### src/rtl/magnitude_pkg.sv
// Shared types and constants for the magnitude window statistics block.
package magnitude_pkg;

  localparam int MAG_W = 8;

  typedef enum logic [1:0] {NORMAL, PEND_ON, ALARM, PEND_OFF} alarm_state_t;
  typedef enum logic {IDLE, ACCUM} win_state_t;

  function automatic logic [MAG_W-1:0] max_mag(input logic [MAG_W-1:0] a,
                                               input logic [MAG_W-1:0] b);
    return (a > b) ? a : b;
  endfunction

endpackage

### src/rtl/mag_alarm_debounce.sv
// Over-threshold alarm with hysteresis counted in whole windows.
// Advances only on a window-close strobe; clear returns it to NORMAL.
module mag_alarm_debounce
  import magnitude_pkg::*;
#(
  parameter int HOLD_WIN = 4
) (
  input  logic             clk,
  input  logic             rst_n,
  input  logic             close,
  input  logic [MAG_W-1:0] avg,
  input  logic [MAG_W-1:0] thresh,
  input  logic             clear,
  output logic             alarm,
  output alarm_state_t     state
);

  localparam logic [3:0] HOLD_LIM = HOLD_WIN[3:0];

  alarm_state_t state_next;
  logic [3:0]   hold, hold_next, hold_inc;
  logic         over;

  assign over     = (avg > thresh);
  assign hold_inc = hold + 4'd1;
  assign alarm    = (state == ALARM) || (state == PEND_OFF);

  always_ff @(posedge clk or negedge rst_n) begin
    if (!rst_n) begin
      state <= NORMAL;
      hold  <= 4'd0;
    end else if (clear) begin
      state <= NORMAL;
      hold  <= 4'd0;
    end else begin
      state <= state_next;
      hold  <= hold_next;
    end
  end

  // A non-qualifying window while pending abandons the streak entirely.
  always_comb begin
    state_next = state;
    hold_next  = hold;
    if (close) begin
      case (state)
        NORMAL: if (over) begin
          if (HOLD_LIM == 4'd1) state_next = ALARM;
          else begin
            state_next = PEND_ON;
            hold_next  = 4'd1;
          end
        end
        PEND_ON: if (over) begin
          if (hold_inc == HOLD_LIM) begin
            state_next = ALARM;
            hold_next  = 4'd0;
          end else hold_next = hold_inc;
        end else begin
          state_next = NORMAL;
          hold_next  = 4'd0;
        end
        ALARM: if (!over) begin
          if (HOLD_LIM == 4'd1) state_next = NORMAL;
          else begin
            state_next = PEND_OFF;
            hold_next  = 4'd1;
          end
        end
        PEND_OFF: if (!over) begin
          if (hold_inc == HOLD_LIM) begin
            state_next = NORMAL;
            hold_next  = 4'd0;
          end else hold_next = hold_inc;
        end else begin
          state_next = ALARM;
          hold_next  = 4'd0;
        end
        default: begin
          state_next = NORMAL;
          hold_next  = 4'd0;
        end
      endcase
    end
  end

endmodule

### src/rtl/magnitude_window_stats.sv
// Windowed average/peak of magnitude samples with a debounced threshold alarm.
// Handshake: a sample is taken on every edge where ena && mag_valid && !clear; no backpressure.
module magnitude_window_stats
  import magnitude_pkg::*;
#(
  parameter int LOG2_WIN = 3,
  parameter int HOLD_WIN = 4
) (
  input  logic             clk,
  input  logic             rst_n,
  input  logic             ena,
  input  logic [MAG_W-1:0] mag_in,
  input  logic             mag_valid,
  input  logic             clear,
  input  logic [MAG_W-1:0] thresh,
  output logic [MAG_W-1:0] avg_out,
  output logic [MAG_W-1:0] peak_out,
  output logic             win_done,
  output logic             alarm,
  output logic             busy
);

  localparam int ACC_W = MAG_W + LOG2_WIN;
  localparam logic [LOG2_WIN-1:0] LAST = '1;

  logic [ACC_W-1:0]    acc, acc_next, sum;
  logic [LOG2_WIN-1:0] count, count_next;
  logic [MAG_W-1:0]    peak, peak_next, peak_new, avg_new;
  win_state_t          win_state, win_state_next;
  alarm_state_t        alarm_state;
  logic                accept, close;

  assign accept   = ena && mag_valid && !clear;
  assign close    = accept && (count == LAST);
  // The accumulator is sized so a full window of 255s cannot wrap.
  assign sum      = acc + ACC_W'(mag_in);
  assign avg_new  = sum[ACC_W-1:LOG2_WIN];
  assign peak_new = (win_state == IDLE) ? mag_in : max_mag(peak, mag_in);

  always_comb begin
    acc_next       = acc;
    count_next     = count;
    peak_next      = peak;
    win_state_next = win_state;
    if (accept) begin
      if (close) begin
        acc_next       = '0;
        count_next     = '0;
        peak_next      = '0;
        win_state_next = IDLE;
      end else begin
        acc_next       = sum;
        count_next     = count + LOG2_WIN'(1);
        peak_next      = peak_new;
        win_state_next = ACCUM;
      end
    end
  end

  always_ff @(posedge clk or negedge rst_n) begin
    if (!rst_n) begin
      acc       <= '0;
      count     <= '0;
      peak      <= '0;
      win_state <= IDLE;
      avg_out   <= '0;
      peak_out  <= '0;
      win_done  <= 1'b0;
      busy      <= 1'b0;
    end else if (clear) begin
      acc       <= '0;
      count     <= '0;
      peak      <= '0;
      win_state <= IDLE;
      avg_out   <= '0;
      peak_out  <= '0;
      win_done  <= 1'b0;
      busy      <= 1'b0;
    end else begin
      acc       <= acc_next;
      count     <= count_next;
      peak      <= peak_next;
      win_state <= win_state_next;
      win_done  <= close;
      busy      <= (count_next != '0);
      if (close) begin
        avg_out  <= avg_new;
        peak_out <= peak_new;
      end
    end
  end

  mag_alarm_debounce #(.HOLD_WIN(HOLD_WIN)) u_debounce (
    .clk    (clk),
    .rst_n  (rst_n),
    .close  (close),
    .avg    (avg_new),
    .thresh (thresh),
    .clear  (clear),
    .alarm  (alarm),
    .state  (alarm_state)
  );

endmodule

### config.mk
export PLATFORM = sky130hd
export DESIGN_NAME = magnitude_window_stats
export DESIGN_NICKNAME = d
export VERILOG_FILES = /design/src/rtl/magnitude_pkg.sv /design/src/rtl/mag_alarm_debounce.sv /design/src/rtl/magnitude_window_stats.sv
export SDC_FILE = /design/constraint.sdc
export NUM_CORES = 1
export LEC_CHECK = 0
export ABC_AREA = 1
export CAP_MARGIN = 20
export CORE_ASPECT_RATIO = 1.2
export CORE_UTILIZATION = 45
export CTS_CLUSTER_SIZE = 20
export DETAILED_ROUTE_END_ITERATION = 12
export PLACE_DENSITY = 0.76
export SLEW_MARGIN = 20
export SYNTH_ARGS = -nofsm -noshare
export SYNTH_HDL_FRONTEND = slang
export SYNTH_SLANG_ARGS = --single-unit
export TNS_END_PERCENT = 100
### constraint.sdc
create_clock -name clk -period 7.17 [get_ports clk]
set_input_delay 0.717 -clock clk [delete_from_list [all_inputs] [get_ports clk]]
set_output_delay 0.717 -clock clk [all_outputs]
set_load 0.03 [all_outputs]
==> results of run 1 <==
## cells by family (layout without fill, tap and decap cells)
logic type      count (synthesis)  after routing  share of synthesized area
fa+ha+maj                      29             29                      0.123
compound gates                 38             38                     0.0824
flops                          47             47                      0.389
buf+inv                        60            101                     0.0791
simple gates                  209            209                      0.306
xor+xnor                        7              7                     0.0203
## metal layers
metal | wire length [µm] | track usage | part of all wire | vias to the layer above
met5 | 0 | 0 | 0 | -
met4 | 125 | 0.0705 | 0.019 | 0
met3 | 212 | 0.0269 | 0.033 | 9
met2 | 3300 | 0.364 | 0.51 | 48
met1 | 2880 | 0.234 | 0.44 | 1218
li1 | - | - | - | 1337
## placed cells by master, fill, tap and decap left out, types with 3 or more instances in the layout
cell type	n
nand4_1	6
nor2_1	20
inv_2	3
nand2_1	133
nand3_1	37
ha_1	28
clkbuf_8	5
nand3b_1	3
xor2_1	5
nor2_4	3
inv_1	50
dfrtp_1	47
o21ai_0	11
clkdlybuf4s50_1	38
a21oi_1	13
## area by class of cell
| type | instances | share of cell area |
|---|---|---|
| Sequential cell | 47 | 0.330 |
| Clock buffer | 6 | 0.0203 |
| Tap cell | 85 | 0.0298 |
| Timing Repair Buffer | 40 | 0.111 |
| Inverter | 53 | 0.0558 |
| Clock inverter | 2 | 0.00351 |
| Multi-Input combinational cell | 283 | 0.450 |
## worst max-delay path by stage
stage	slack (ns)	end	cells after the start
CTS	3.58	u_debounce.state[1]$_DFFE_PN0P_	19
global placement	3.36	u_debounce.state[1]$_DFFE_PN0P_	19
detailed placement	3.26	u_debounce.state[1]$_DFFE_PN0P_	19
finish	3.56	u_debounce.state[1]$_DFFE_PN0P_	19
floorplan	4.06	u_debounce.state[1]$_DFFE_PN0P_	18
global route	3.25	u_debounce.state[1]$_DFFE_PN0P_	19
## critical path, delay by kind of cell
kind | cells | cell delay, ns
buffers and inverters | 1 | 0.43
AOI/OAI and AO/OA | 3 | 0.60
adders and majority gates | 2 | 0.64
and+or+nand+nor | 13 | 1.43
## state kept, by name (all words and copies together) (netlist names)
signal and flops:
acc 11, avg_out 8, peak 8, peak_out 8, u_debounce.hold 4, count 3
u_debounce.state 2, busy 1, win_done 1, win_state 1
## stage by stage
step           total power (µW)  hold slack, ns  cell area (µm²)
2_1_floorplan               359           0.421             3020
3_3_place_gp                393           0.463             3480
3_5_place_dp                397           0.466             3480
4_1_cts                     556           0.489             3570
5_1_grt                     584           0.461             3570
6_report                    550           0.408             3570
## power groups by stage
stage	sequential [µW]	clock, µW	combinational, µW
after floorplan	285	0	74.5
after global placement	285	0	108
after detailed placement	286	0	111
after CTS	281	164	112
after global routing	282	175	127
final	280	158	111
## synth_stat cells
cell type,number,area share
a21o_1,1,0.0025
xor2_1,5,0.014
inv_2,3,0.0037
nand3b_1,3,0.0075
inv_1,50,0.062
nand4_1,6,0.012
buf_2,5,0.0083
a21oi_1,13,0.022
nand2_4,1,0.0037
nand2_1,133,0.17
or2_2,1,0.0021
nand3_1,37,0.061
a32o_1,2,0.0066
nor2_4,3,0.011
nor2_1,20,0.025
o21bai_1,2,0.0050
nor2_8,1,0.0066
ha_1,28,0.12
clkbuf_1,1,0.0012
a211oi_2,1,0.0041
o21ai_2,1,0.0029
fa_1,1,0.0066
nand3_4,1,0.0058
or3_1,1,0.0021
buf_6,1,0.0037
o21a_1,2,0.0050
a22o_1,2,0.0058
a211oi_1,1,0.0025
a31oi_2,2,0.0083
and2_1,1,0.0021
dfrtp_1,47,0.39
o21ai_0,11,0.018
xnor2_1,2,0.0058
nor3_1,1,0.0017
==> metrics.md, run 1 <==
| Metric | Value |
|---|---|
| Outcome | `completed` |
| DP Cell Count | `508` |
| Initial antenna violation count | `0` |
| Period minus WS final | `3.61 ns` |
| Final core area utilization | `0.554` |
| Reg2Reg Depth | `18` |
| Fmax | `277 MHz` |
| Layout Skew | `0.0133 ns` |
| Seq pwr share | `0.510` |
| YS warnings | `0` |
| Syn Nets | `440` |
| FF-to-FF Start | `acc[2]$_DFFE_PN0P_` |
| Ant diodes | `0` |
| Sequential share of the synthesized area | `0.389` |
| Cells after synthesis | `390` |
| Clock root buffer | `clkbuf_8` |
| CTS Buffer Depth | `2` |
| DP HPWL | `4920 µm` |
| Wire per inst | `12.6 µm` |
| Hold Vio Cnt, Final | `0` |
| Post-CTS Setup Repair Bufs | `0` |
| CP required | `7.36 ns` |
| Final #Nets | `480` |
| Clk Latency, worst-skew pair | `0.30 ns` |
| Die area | `0.00705 mm²` |
| Sw Ratio | `0.301` |
| RSZ-0062 raised after global routing | `false` |
| Leakage | `0.00196 µW` |
| CTS Hold Bufs | `0` |
| Delay of the slowest cell on the worst path | `0.43 ns` |
| Internal power | `385 µW` |
| Die X | `76.8 µm` |
| H-tree Lvls | `2` |
| Residual DRC | `0` |
| Num Clock Sinks | `47` |
| Area added between synthesis and finish | `18.1%` |
| Die Ht | `91.8 µm` |
| Pre-CTS WS | `3.26 ns` |
| Critical path's most frequent cell | `nand2_1` |
| Grt ovf | `0` |
| Slew Limit Headroom | `0.600` |
| Min-Delay Path Class | `primary input to asynchronous set/reset pin` |
| Top Ports | `40` |
| Fill cells | `604` |
| Core ar. | `0.00645 mm²` |
| Gate power share | `0.203` |
| Fin crit share | `0.503` |
| CP max stage cell | `clkdlybuf4s50_1` |
| Crit end category | `flop` |
| WL final | `6510 µm` |
| Initial Utilization | `0.469` |
| Layout cells sized above 1 | `0.0534` |
| R2r endpoint | `u_debounce.state[1]$_DFFE_PN0P_` |
| P_sw | `165 µW` |
| Detailed Route Iter0 Violations | `133` |
| WP data arrival | `3.80 ns` |
| Syn Area/Cell | `7.75 µm²` |
| Pin count of the biggest net entering global routing | `48` |
| Kind of critical path | `primary input to flop` |
| Post-cts resize count | `0` |
| Vias in the first global route | `2548` |
| CP startpoint kind | `primary input` |
| VDD IR max | `96.0 µV` |
| Setup Viol. Count Final | `0` |
| Final non-filler cell total | `516` |
| Port buffer count | `39` |
| Netlist cell types | `34` |
| Post-Syn Area | `0.00302 mm²` |
| Worst path cell trace | `clkdlybuf4s50_1 > ha_1 > a21oi_1 > nand2_1 > a21oi_1 > nor2_1 > nand2_1 > nand3b_1 > and2_1 > ha_1 > nand2_1 > nor2_1 > nand2_1 > nand2_1 > nand2_1 > nand2_1 > nand3_4 > o21bai_1 > nand2_1` |
| Setup TNS | `0 ns` |
| Placer Congestion | `0.867` |
| Number of synthesized register bits | `47` |
| First-pass GRT wire length | `11200 µm` |
| Clock power share | `0.288` |
| Global Route Usage Sum | `0.199` |
| Antenna Violating Nets Remaining | `0` |
| Sequential Area | `0.00118 mm²` |
| CTS tree | `yes` |
| Setup slack, reg-to-reg | `4.07 ns` |
| TritonCTS Buffers | `5` |
| Worst setup margin | `3.56 ns` |
| Multi-input gate area | `0.00161 mm²` |
| Via density per instance | `5.06` |
| Cell Pwr Density | `154 mW/mm²` |
| CP startpoint | `mag_in[2]` |
| Slew @ Worst Pin | `0.600 ns` |
| Vias | `2612` |
| 1st-pass router iterations | `5` |
| Max-cap violations | `0` |
| Final Max Tran Viols | `0` |
| Crit Path Max Fanout | `8` |
| Rows | `32` |
| Clk slew on worst S/H paths | `0.09 ns` |
Power figures use the tool's default switching activity.
==> run 2: changes to the inputs <==
==> constraint.sdc (replaced) <==
create_clock -name clk -period 3.4 [get_ports clk]
set_input_delay 0.34 -clock clk [delete_from_list [all_inputs] [get_ports clk]]
set_output_delay 0.34 -clock clk [all_outputs]
set_load 0.03 [all_outputs]
==> metrics.md, run 2 (synthesis results as in run 1) <==
| Metric | Value |
|---|---|
| Outcome | `completed` |
| Slew Limit Headroom | `0.599 (-0.00157)` |
| Vias | `2648 (+1.4%)` |
| Ant diodes | `0 (unchanged)` |
| RSZ-0062 raised after global routing | `false` |
| Hold Vio Cnt, Final | `0 (unchanged)` |
| Antenna Violating Nets Remaining | `0 (unchanged)` |
| Kind of critical path | `primary input to flop` |
| Clk slew on worst S/H paths | `0.09 ns (about the same)` |
| Wire per inst | `12.4 µm (-1.5%)` |
| Leading cell type in the layout, fill and taps excluded | `nand2_1` |
| Clk Latency, worst-skew pair | `0.31 ns (about the same)` |
| Setup TNS | `0 ns (unchanged)` |
| CP endpoint | `u_debounce.state[1]$_DFFE_PN0P_` |
| R2r endpoint | `u_debounce.state[1]$_DFFE_PN0P_` |
| VDD IR max | `171 µV (+78%)` |
| Period minus WS final | `3.09 ns` |
| TritonCTS Buffers | `5 (unchanged)` |
| Crit Path Max Fanout | `8 (unchanged)` |
| Setup slack, reg-to-reg | `0.42 ns (-3.65 ns)` |
| Post-CTS Setup Repair Bufs | `0 (unchanged)` |
| Core ar. | `0.00645 mm² (unchanged)` |
| Num Clock Sinks | `47 (unchanged)` |
| Via density per instance | `5.08 (+0.41%)` |
| Most frequent cells in the layout | `nand2_1, inv_1, dfrtp_1` |
| Min-Delay Path Class | `primary input to asynchronous set/reset pin` |
| Final #Nets | `486 (+1.3%)` |
| Leakage | `0.00199 µW (+1.7%)` |
| Clock root buffer | `clkbuf_8` |
| Placer Congestion | `0.868 (+0.16%)` |
| Port buffer count | `39 (unchanged)` |
| Crit end category | `flop` |
| Fin crit share | `0.908` |
| Initial Utilization | `0.469 (unchanged)` |
| Layout cells sized above 1 | `0.0665 (+0.0131)` |
| Die Ht | `91.8 µm (unchanged)` |
| Pin count of the biggest net entering global routing | `48 (unchanged)` |
| CTS tree | `yes` |
| Vias in the first global route | `2566 (+0.71%)` |
| Post-cts resize count | `0 (unchanged)` |
| Reg2Reg Depth | `19 (+1)` |
| Top Ports | `40 (unchanged)` |
| Worst path cell trace | `clkdlybuf4s50_1 > ha_1 > fa_1 > nand3_1 > nand2_1 > or2_2 > nand2_1 > inv_1 > ha_1 > nand2_1 > nand2_1 > nand2_1 > nand2_1 > nand2_1 > nand2_1 > nand2_1 > nand2_1 > nand3_4 > o21bai_1 > nand2_1` |
| H-tree Lvls | `2 (unchanged)` |
| Fmax | `324 MHz` |
| Layout Skew | `0.0127 ns (-0.000568 ns)` |
| Delay of the slowest cell on the worst path | `0.43 ns (about the same)` |
| Setup Viol. Count Final | `0 (unchanged)` |
| Residual DRC | `0 (unchanged)` |
| First-pass GRT wire length | `11100 µm (-0.99%)` |
| CP required | `3.60 ns (-3.76 ns)` |
| CP startpoint kind | `primary input` |
| FF-to-FF Start | `acc[0]$_DFFE_PN0P_` |
| CTS Hold Bufs | `0 (unchanged)` |
| WP data arrival | `3.29 ns (-0.51 ns)` |
| Area added between synthesis and finish | `19.5%` |
| Top reg by flops | `acc` |
| 1st-pass router iterations | `4 (-1)` |
| Grt ovf | `0 (unchanged)` |
| Rows | `32 (unchanged)` |
| Critical path's most frequent cell | `nand2_1` |
| Cell Pwr Density | `323 mW/mm² (+110%)` |
| Slew @ Worst Pin | `0.602 ns (+0.00235 ns)` |
| Final Max Tran Viols | `0 (unchanged)` |
| Fin Hold WS | `0.0306 ns (-0.377 ns)` |
| CP startpoint | `mag_in[0]` |
| Die X | `76.8 µm (unchanged)` |
| Global Route Usage Sum | `0.199 (about the same)` |
| DP HPWL | `4870 µm (-1.0%)` |
| Max FFs per register | `11 (unchanged)` |
| CP max stage cell | `clkdlybuf4s50_1` |
| CTS Buffer Depth | `2 (unchanged)` |
| Max-cap violations | `0 (unchanged)` |
| WL final | `6480 µm (-0.55%)` |
| Die area | `0.00705 mm² (unchanged)` |
| Detailed Route Iter0 Violations | `163 (+23%)` |
| Initial antenna violation count | `0 (unchanged)` |
## run 2: cell types whose count changed in the layout (fill, tap and decap cells not counted), sizes merged
cell,delta
buf,+6
clkbuf,-1
clkinv,+1
clkinvlp,-1
## run 2: layout make-up
| class | instances | area, µm² |
|---|---|---|
| sequential | 47 | 1180 |
| timing repair buffer | 46 | 440 |
| tap | 85 | 106 |
| fill | 592 | 2840 |
| clock inverter | 2 | 13.8 |
| inverter | 53 | 199 |
| clock buffer | 5 | 68.8 |
| multi-input combinational | 283 | 1610 |
## run 2: worst max-delay path: cells and delay by family
family	cells	cell delay, ns
simple gates	14	1.32
buf+inv	2	0.49
compound gates	1	0.16
fa+ha+maj	3	0.96
## run 2: worst min-delay path by stage
stage | startpoint | to | cells after the start
3_3_place_gp | peak[0]$_DFFE_PN0P_ | peak[0]$_DFFE_PN0P_ | 2
5_1_grt | rst_n | peak_out[1]$_DFFE_PN0N_ | 1
4_1_cts | rst_n | peak_out[1]$_DFFE_PN0N_ | 1
3_5_place_dp | peak_out[0]$_DFFE_PN0N_ | peak_out[0]$_DFFE_PN0N_ | 2
2_1_floorplan | rst_n | acc[0]$_DFFE_PN0P_ | 0
6_report | rst_n | peak_out[1]$_DFFE_PN0N_ | 1
## run 2: power breakdown
group          internal [µW]  switching [µW]  total, µW
clock                    141             190        331
combinational           99.4             143        243
sequential               576            15.7        591
## run 2: layer usage
metal	track usage	share of wire	wire, µm	vias up
li1	-	-	-	1345
met1	0.236	0.43	2800	1235
met2	0.358	0.50	3260	56
met3	0.0289	0.042	273	12
met4	0.0753	0.022	143	0
met5	0	0	0	-
## run 2: metrics by stage
stage	std cells	power (µW)	worst slack (ns)	utilization	cell area [µm²]
3_5_place_dp	514	846	-0.0182	0.547	3530
4_1_cts	521	1180	0.300	0.560	3610
5_1_grt	521	1230	0.0314	0.560	3610
6_report	521	1160	0.314	0.560	3610
2_1_floorplan	390	757	0.654	-	3020
3_3_place_gp	514	839	0.0602	0.547	3530
